[src/rtl/syscall_pkg.sv]
// Shared constants for the register file's ecall service unit: service codes,
// FSM states and status LED bit positions.
package syscall_pkg;

  localparam int SYS_PRINT = 1;
  localparam int SYS_READ  = 5;
  localparam int SYS_EXIT  = 10;
  localparam int SYS_TEST  = 11;

  localparam int LED_READ  = 7;
  localparam int LED_TEST  = 1;
  localparam int LED_HALT  = 0;

  typedef enum logic [1:0] {
    S_IDLE,
    S_WAIT_IN,
    S_WAIT_OUT,
    S_HALT
  } state_t;

endpackage

[src/rtl/regfile_array.sv]
// Register storage with NUM_RD combinational read ports; x0 always reads zero
// and, when BYPASS is set, a normal write is forwarded to matching reads.
module regfile_array #(
  parameter int XLEN   = 32,
  parameter int NREGS  = 32,
  parameter int NUM_RD = 2,
  parameter int BYPASS = 0,
  parameter int A0_IDX = 10,
  parameter int A7_IDX = 17,
  localparam int AW    = $clog2(NREGS)
) (
  input  logic                   clk,
  input  logic                   rst_n,
  input  logic                   i_we,
  input  logic [AW-1:0]          i_waddr,
  input  logic [XLEN-1:0]        i_wdata,
  input  logic                   i_byp_en,
  input  logic [NUM_RD*AW-1:0]   i_raddr,
  output logic [NUM_RD*XLEN-1:0] o_rdata,
  output logic [XLEN-1:0]        o_a0,
  output logic [XLEN-1:0]        o_a7
);

  logic [XLEN-1:0] r_regs [NREGS];

  always_ff @(posedge clk or negedge rst_n) begin
    if (!rst_n) begin
      for (int i = 0; i < NREGS; i++) r_regs[i] <= '0;
    end else if (i_we && i_waddr != '0) begin
      r_regs[i_waddr] <= i_wdata;
    end
  end

  for (genvar k = 0; k < NUM_RD; k++) begin : g_rd
    logic [AW-1:0] w_idx;
    logic          w_byp;
    assign w_idx = i_raddr[k*AW +: AW];
    assign w_byp = (BYPASS != 0) && i_byp_en && (w_idx == i_waddr);
    assign o_rdata[k*XLEN +: XLEN] = (w_idx == '0) ? '0 :
                                     w_byp         ? i_wdata :
                                                     r_regs[w_idx];
  end

  // Service decode and print see the stored values, never bypassed data.
  assign o_a0 = r_regs[A0_IDX];
  assign o_a7 = r_regs[A7_IDX];

endmodule

[src/rtl/syscall_regfile.sv]
// Integer register file with an ecall service unit: print, read, exit and
// test-load services over ready/valid handshakes that stall the core.
module syscall_regfile
  import syscall_pkg::*;
#(
  parameter int XLEN   = 32,
  parameter int NREGS  = 32,
  parameter int NUM_RD = 2,
  parameter int A0_IDX = 10,
  parameter int A7_IDX = 17,
  parameter int BYPASS = 0,
  localparam int AW    = $clog2(NREGS)
) (
  input  logic                   clk,
  input  logic                   reset,
  input  logic [NUM_RD*AW-1:0]   rs,
  output logic [NUM_RD*XLEN-1:0] rd_data,
  input  logic [AW-1:0]          rd,
  input  logic [XLEN-1:0]        wr_data,
  input  logic                   reg_write,
  input  logic                   ecall,
  input  logic [XLEN-1:0]        test_case,
  input  logic [XLEN-1:0]        io_in_data,
  input  logic                   io_in_valid,
  output logic                   io_in_ready,
  output logic [XLEN-1:0]        io_out_data,
  output logic                   io_out_valid,
  input  logic                   io_out_ready,
  output logic                   stall,
  output logic                   halted,
  output logic [7:0]             led_out
);

  state_t          r_state;
  logic            r_out_valid;
  logic [XLEN-1:0] r_out_data;
  logic            r_led_read;
  logic            r_led_test;
  logic            r_led_halt;
  logic            r_halted;

  logic [XLEN-1:0] w_a0;
  logic [XLEN-1:0] w_a7;
  logic            w_idle_ecall;
  logic            w_is_print;
  logic            w_is_read;
  logic            w_is_exit;
  logic            w_is_test;
  logic            w_norm_we;
  logic            w_test_we;
  logic            w_in_we;
  logic            w_we;
  logic [AW-1:0]   w_waddr;
  logic [XLEN-1:0] w_wdata;

  assign w_idle_ecall = (r_state == S_IDLE) && ecall;
  assign w_is_print   = (w_a7 == XLEN'(SYS_PRINT));
  assign w_is_read    = (w_a7 == XLEN'(SYS_READ));
  assign w_is_exit    = (w_a7 == XLEN'(SYS_EXIT));
  assign w_is_test    = (w_a7 == XLEN'(SYS_TEST));

  // Write-port arbitration: only one source can be active in any state.
  assign w_norm_we = (r_state == S_IDLE) && !ecall && reg_write && (rd != '0);
  assign w_test_we = w_idle_ecall && w_is_test;
  assign w_in_we   = (r_state == S_WAIT_IN) && io_in_valid;
  assign w_we      = w_norm_we || w_test_we || w_in_we;
  assign w_waddr   = w_norm_we ? rd : AW'(A0_IDX);
  assign w_wdata   = w_norm_we ? wr_data : (w_test_we ? test_case : io_in_data);

  regfile_array #(
    .XLEN  (XLEN),
    .NREGS (NREGS),
    .NUM_RD(NUM_RD),
    .BYPASS(BYPASS),
    .A0_IDX(A0_IDX),
    .A7_IDX(A7_IDX)
  ) u_array (
    .clk     (clk),
    .rst_n   (reset),
    .i_we    (w_we),
    .i_waddr (w_waddr),
    .i_wdata (w_wdata),
    .i_byp_en(w_norm_we),
    .i_raddr (rs),
    .o_rdata (rd_data),
    .o_a0    (w_a0),
    .o_a7    (w_a7)
  );

  always_ff @(posedge clk or negedge reset) begin
    if (!reset) begin
      r_state     <= S_IDLE;
      r_out_valid <= 1'b0;
      r_out_data  <= '0;
      r_led_read  <= 1'b0;
      r_led_test  <= 1'b0;
      r_led_halt  <= 1'b0;
      r_halted    <= 1'b0;
    end else begin
      r_led_read <= 1'b0;
      r_led_test <= 1'b0;
      case (r_state)
        S_IDLE: begin
          if (ecall) begin
            if (w_is_print) begin
              r_out_data  <= w_a0;
              r_out_valid <= 1'b1;
              r_state     <= S_WAIT_OUT;
            end else if (w_is_read) begin
              r_state <= S_WAIT_IN;
            end else if (w_is_exit) begin
              r_led_halt <= 1'b1;
              r_halted   <= 1'b1;
              r_state    <= S_HALT;
            end else if (w_is_test) begin
              r_led_test <= 1'b1;
            end
          end
        end
        S_WAIT_IN: begin
          if (io_in_valid) begin
            r_led_read <= 1'b1;
            r_state    <= S_IDLE;
          end
        end
        S_WAIT_OUT: begin
          if (io_out_ready) begin
            r_out_valid <= 1'b0;
            r_state     <= S_IDLE;
          end
        end
        S_HALT: ;
        default: r_state <= S_IDLE;
      endcase
    end
  end

  // Stall drops in the handshake cycle so the held ecall retires with it.
  assign stall = (w_idle_ecall && (w_is_print || w_is_read)) ||
                 ((r_state == S_WAIT_IN)  && !io_in_valid)  ||
                 ((r_state == S_WAIT_OUT) && !io_out_ready) ||
                 (r_state == S_HALT);

  assign io_in_ready  = (r_state == S_WAIT_IN);
  assign io_out_valid = r_out_valid;
  assign io_out_data  = r_out_data;
  assign halted       = r_halted;

  always_comb begin
    led_out           = '0;
    led_out[LED_READ] = r_led_read;
    led_out[LED_TEST] = r_led_test;
    led_out[LED_HALT] = r_led_halt;
  end

endmodule

[config.mk]
export PLATFORM = sky130hd
export DESIGN_NAME = syscall_regfile
export DESIGN_NICKNAME = d
export VERILOG_FILES = /design/src/rtl/syscall_pkg.sv /design/src/rtl/regfile_array.sv /design/src/rtl/syscall_regfile.sv
export SDC_FILE = /design/constraint.sdc
export NUM_CORES = 2
export LEC_CHECK = 0
export ABC_AREA = 1
export CAP_MARGIN = 20
export CORE_UTILIZATION = 25
export DETAILED_ROUTE_END_ITERATION = 16
export PLACE_DENSITY = 0.43
export SYNTH_ARGS = -nofsm -noshare
export SYNTH_HDL_FRONTEND = slang
export SYNTH_SLANG_ARGS = --single-unit
[constraint.sdc]
create_clock -name clk -period 2.2 [get_ports clk]
set_input_delay 0.22 -clock clk [delete_from_list [all_inputs] [get_ports clk]]
set_output_delay 0.22 -clock clk [all_outputs]
set_load 0.03 [all_outputs]
==> summary.md <==
| Metric | Value |
|---|---|
| Clock transition at path regs | 60 ps |
| Power per cell area | 815 mW/mm^2 |
| EDFF count, synth | 0 |
| DR iter-0 viols | 10500 |
| Max-cap violations | 0 |
| Top post-synthesis cells by area | dfrtp_1 42%, nand2_1 23%, nand3_1 17%, o21ai_0 3.3%, clkbuf_1 2.8% |
| Synth Area per Inst | 6.70 um^2 |
| Routed Antenna Nets | 0 |
| Crit path kind | reg2reg |
| Hold Crit Class | in2async |
| Final core utilization | 0.342 |
| H-tree levels | 4 |
| CP arrival | 3510 ps |
| Synth warn | 0 |
| VDD IR max | 0.919 mV |
| CP Data Required Time | 2900 ps |
| Asr flop ratio synth | 1.00 |
| Via Count | 72400 |
| Synth Flop Type | dfrtp_1 |
| Multi-input gate area | 0.0339 mm^2 |
| Final setup fails | 1080 |
| #FFs+latches synth | 1062 |
| Global-route wire length before repair | 521 mm |
| Final Non-Filler Cells | 13300 |
| GRT Util Overall | 0.284 |
| Vias in the first global route | 68600 |
| Placed Instances | 12900 |
| Area Overhead vs Synth | 35.7% |
| CTS tree | done |
| Clock sinks | 1062 |
| Share of the yosys chip area belonging to registers | 0.422 |
| Final Worst Setup Slack | -614 ps |
| Failing checks | setup timing |
| Final Total Pwr | 69.6 mW |
| Fmax | 355 MHz |
| Detailed Route WL | 371 mm |
| Pre-Repair DR Iteration Count | 9 |
| Clock latency on the worst-skew pair | 820 ps |
| Die area | 0.254 mm^2 |
| Filler Cells Inserted | 26000 |
| Initial core utilization | 0.252 |
| IO Count | 225 |
| Initial antenna violation count | 11 |
| Port Buffers | 219 |
| Commonest non-fill, non-tap cell in the layout | nand2_1 |
| Core area | 0.249 mm^2 |
| DP Worst Slack | -860 ps |
| Standard-cell rows | 183 |
| Status | complete, but fails checks |
| Leak | 40.9 nW |
| Crit path launch type | register |
| Crit path time final | 2810 ps |
| Layout cells sized above 1 | 0.173 |
| # DRC | 0 |
| Cell area after layout | 0.0854 mm^2 |
| Die Span X | 504 um |
| Mapped cell area | 0.0629 mm^2 |
| Final Hold Fails | 0 |
| FF/Latch Area | 0.0266 mm^2 |
| Root Buffer | clkbuf_16 |
| Clock skew | 40.0 ps |
| Maximum number of pins on one net before global-route repair | 69 |
| RSZ-0062 raised after global routing | true |
| HPWL Detailed | 237 mm |
| GPL Wtd Cong | 0.921 |
| Crit path capture type | register |
| Post-DP Area | 0.0769 mm^2 |
| Via density | 5.45 |
| Synth area leader | dfrtp_1 |
| Most frequent cells in the layout | 3819 x nand2_1, 2048 x nand3_1, 1058 x dfrtp_1 |
| Clock Path Buffers | 3 |
| CTS Buf Count | 138 |
| Die height | 504 um |
| Routed length per instance | 27.9 um |
| Overflow after GRT | 0 |
| Worst slew pin tran | 628 ps |
| Yosys top cell area share | 0.422 |
| Post-Syn Instances | 9397 |
| Nets | 9971 |
| Worst slew margin | 0.581 |
| Part of the cycle the worst path needs | 1.28 |
| Distinct cells, synth | 30 |
| Slew Limit Fails | 0 |
| Max FO, Critical Path | 10 |
==> repair_timing <==
action	4_1_cts	5_1_grt
buffers inserted	52	30
pin swaps	123	34
hold buffers	2	0
gates cloned	27	14
hold endpoints to repair	661	0
setup endpoints to repair	1093	1087
resized for setup	408	182
==> where the power goes <==
group	switching (mW)	leakage, nW	internal, mW
Sequential	2.90	14.4	23.0
Combinational	12.3	24.3	7.90
Clock	9.78	2.18	13.6
Total	25.0	40.9	44.6
==> worst max-delay path: stages, from the launching register on <==
cell and delay [ps]:
dfrtp_2 450, nor2_1 100, nand2_1 100, nor2_4 140, buf_6 150, nand2_8 80
buf_6 140, nor2_4 200, buf_6 130, nand2_2 60, buf_12 170, buf_6 120
buf_12 140, nand2_4 70, nand3_4 200, clkbuf_16 280, nand3_2 70, nand2_1 50
==> per-layer routing <==
metal	track usage	vias up	part of all wire
met4	0.151	6	0.060
met1	0.383	35600	0.42
met2	0.426	4335	0.43
met5	0	-	0.00011
li1	-	31600	-
met3	0.0559	854	0.095
==> state kept, by name, summed over array words and instances (netlist names) <==
register and count:
u_array.r_regs 960, io_out_data 32, u_array.o_a0 32, u_array.o_a7 32
r_state 2, halted 1, io_out_valid 1, r_led_read 1
r_led_test 1
==> final cells by class <==
type,count,share of cell area
sequential,1062,0.311
tap,3330,0.0488
clock buffer,199,0.0462
antenna,5,0.000147
timing repair buffer,1223,0.186
clock inverter,39,0.00626
multi-input combinational,7326,0.397
inverter,99,0.00494
==> kinds of logic after synthesis <==
logic type               Yosys count  share of synthesized area
buffers and inverters           1013                     0.0720
adder cells (fa/ha/maj)            4                   0.000795
flip-flops                      1062                      0.422
AO/OA/AOI/OAI                    779                     0.0667
AND/OR/NAND/NOR                 6538                      0.438
other                              1                  0.0000596
==> final timing paths <==
| check | from | endpoint | slack, ps | cells past startpoint |
|---|---|---|---|---|
| setup / recovery | u_array.o_a7[31] | u_array.r_regs[6] | -610 | 17 |
| hold reg to reg | u_array.r_regs[1006] | u_array.r_regs[1006] | 400 | 0 |
| hold / removal | reset | u_array.r_regs[570] | 190 | 3 |
| max in group asynchronous | reset | u_array.r_regs[357] | 1300 | 4 |
| min in group clk | io_in_valid | r_led_read | 190 | 3 |
| setup reg to reg | u_array.o_a7[31] | u_array.r_regs[6] | -610 | 17 |
==> per-stage QoR <==
step	hold slack [ps]	TNS (ps)
2_1_floorplan	-75.6	0
6_report	194	-506440
3_5_place_dp	172	-573910
4_1_cts	138	-493550
3_3_place_gp	173	-582800
5_1_grt	195	-556960
==> synth_stat cells, types with 8 or more instances <==
cell type and instances:
buf_1 119, buf_4 69, dfrtp_1 1062, buf_6 25
or2_2 32, nor2_4 19, o21ai_0 411, nor2_2 14
o211ai_1 17, o221ai_1 44, nor2_1 414, clkbuf_1 476
nand2_1 3872, inv_1 60, nand2_2 8, inv_2 36
a21oi_1 249, nand3_1 2170, buf_2 225, o31ai_1 9
o22ai_1 46
(Power assumes the default switching activity.)
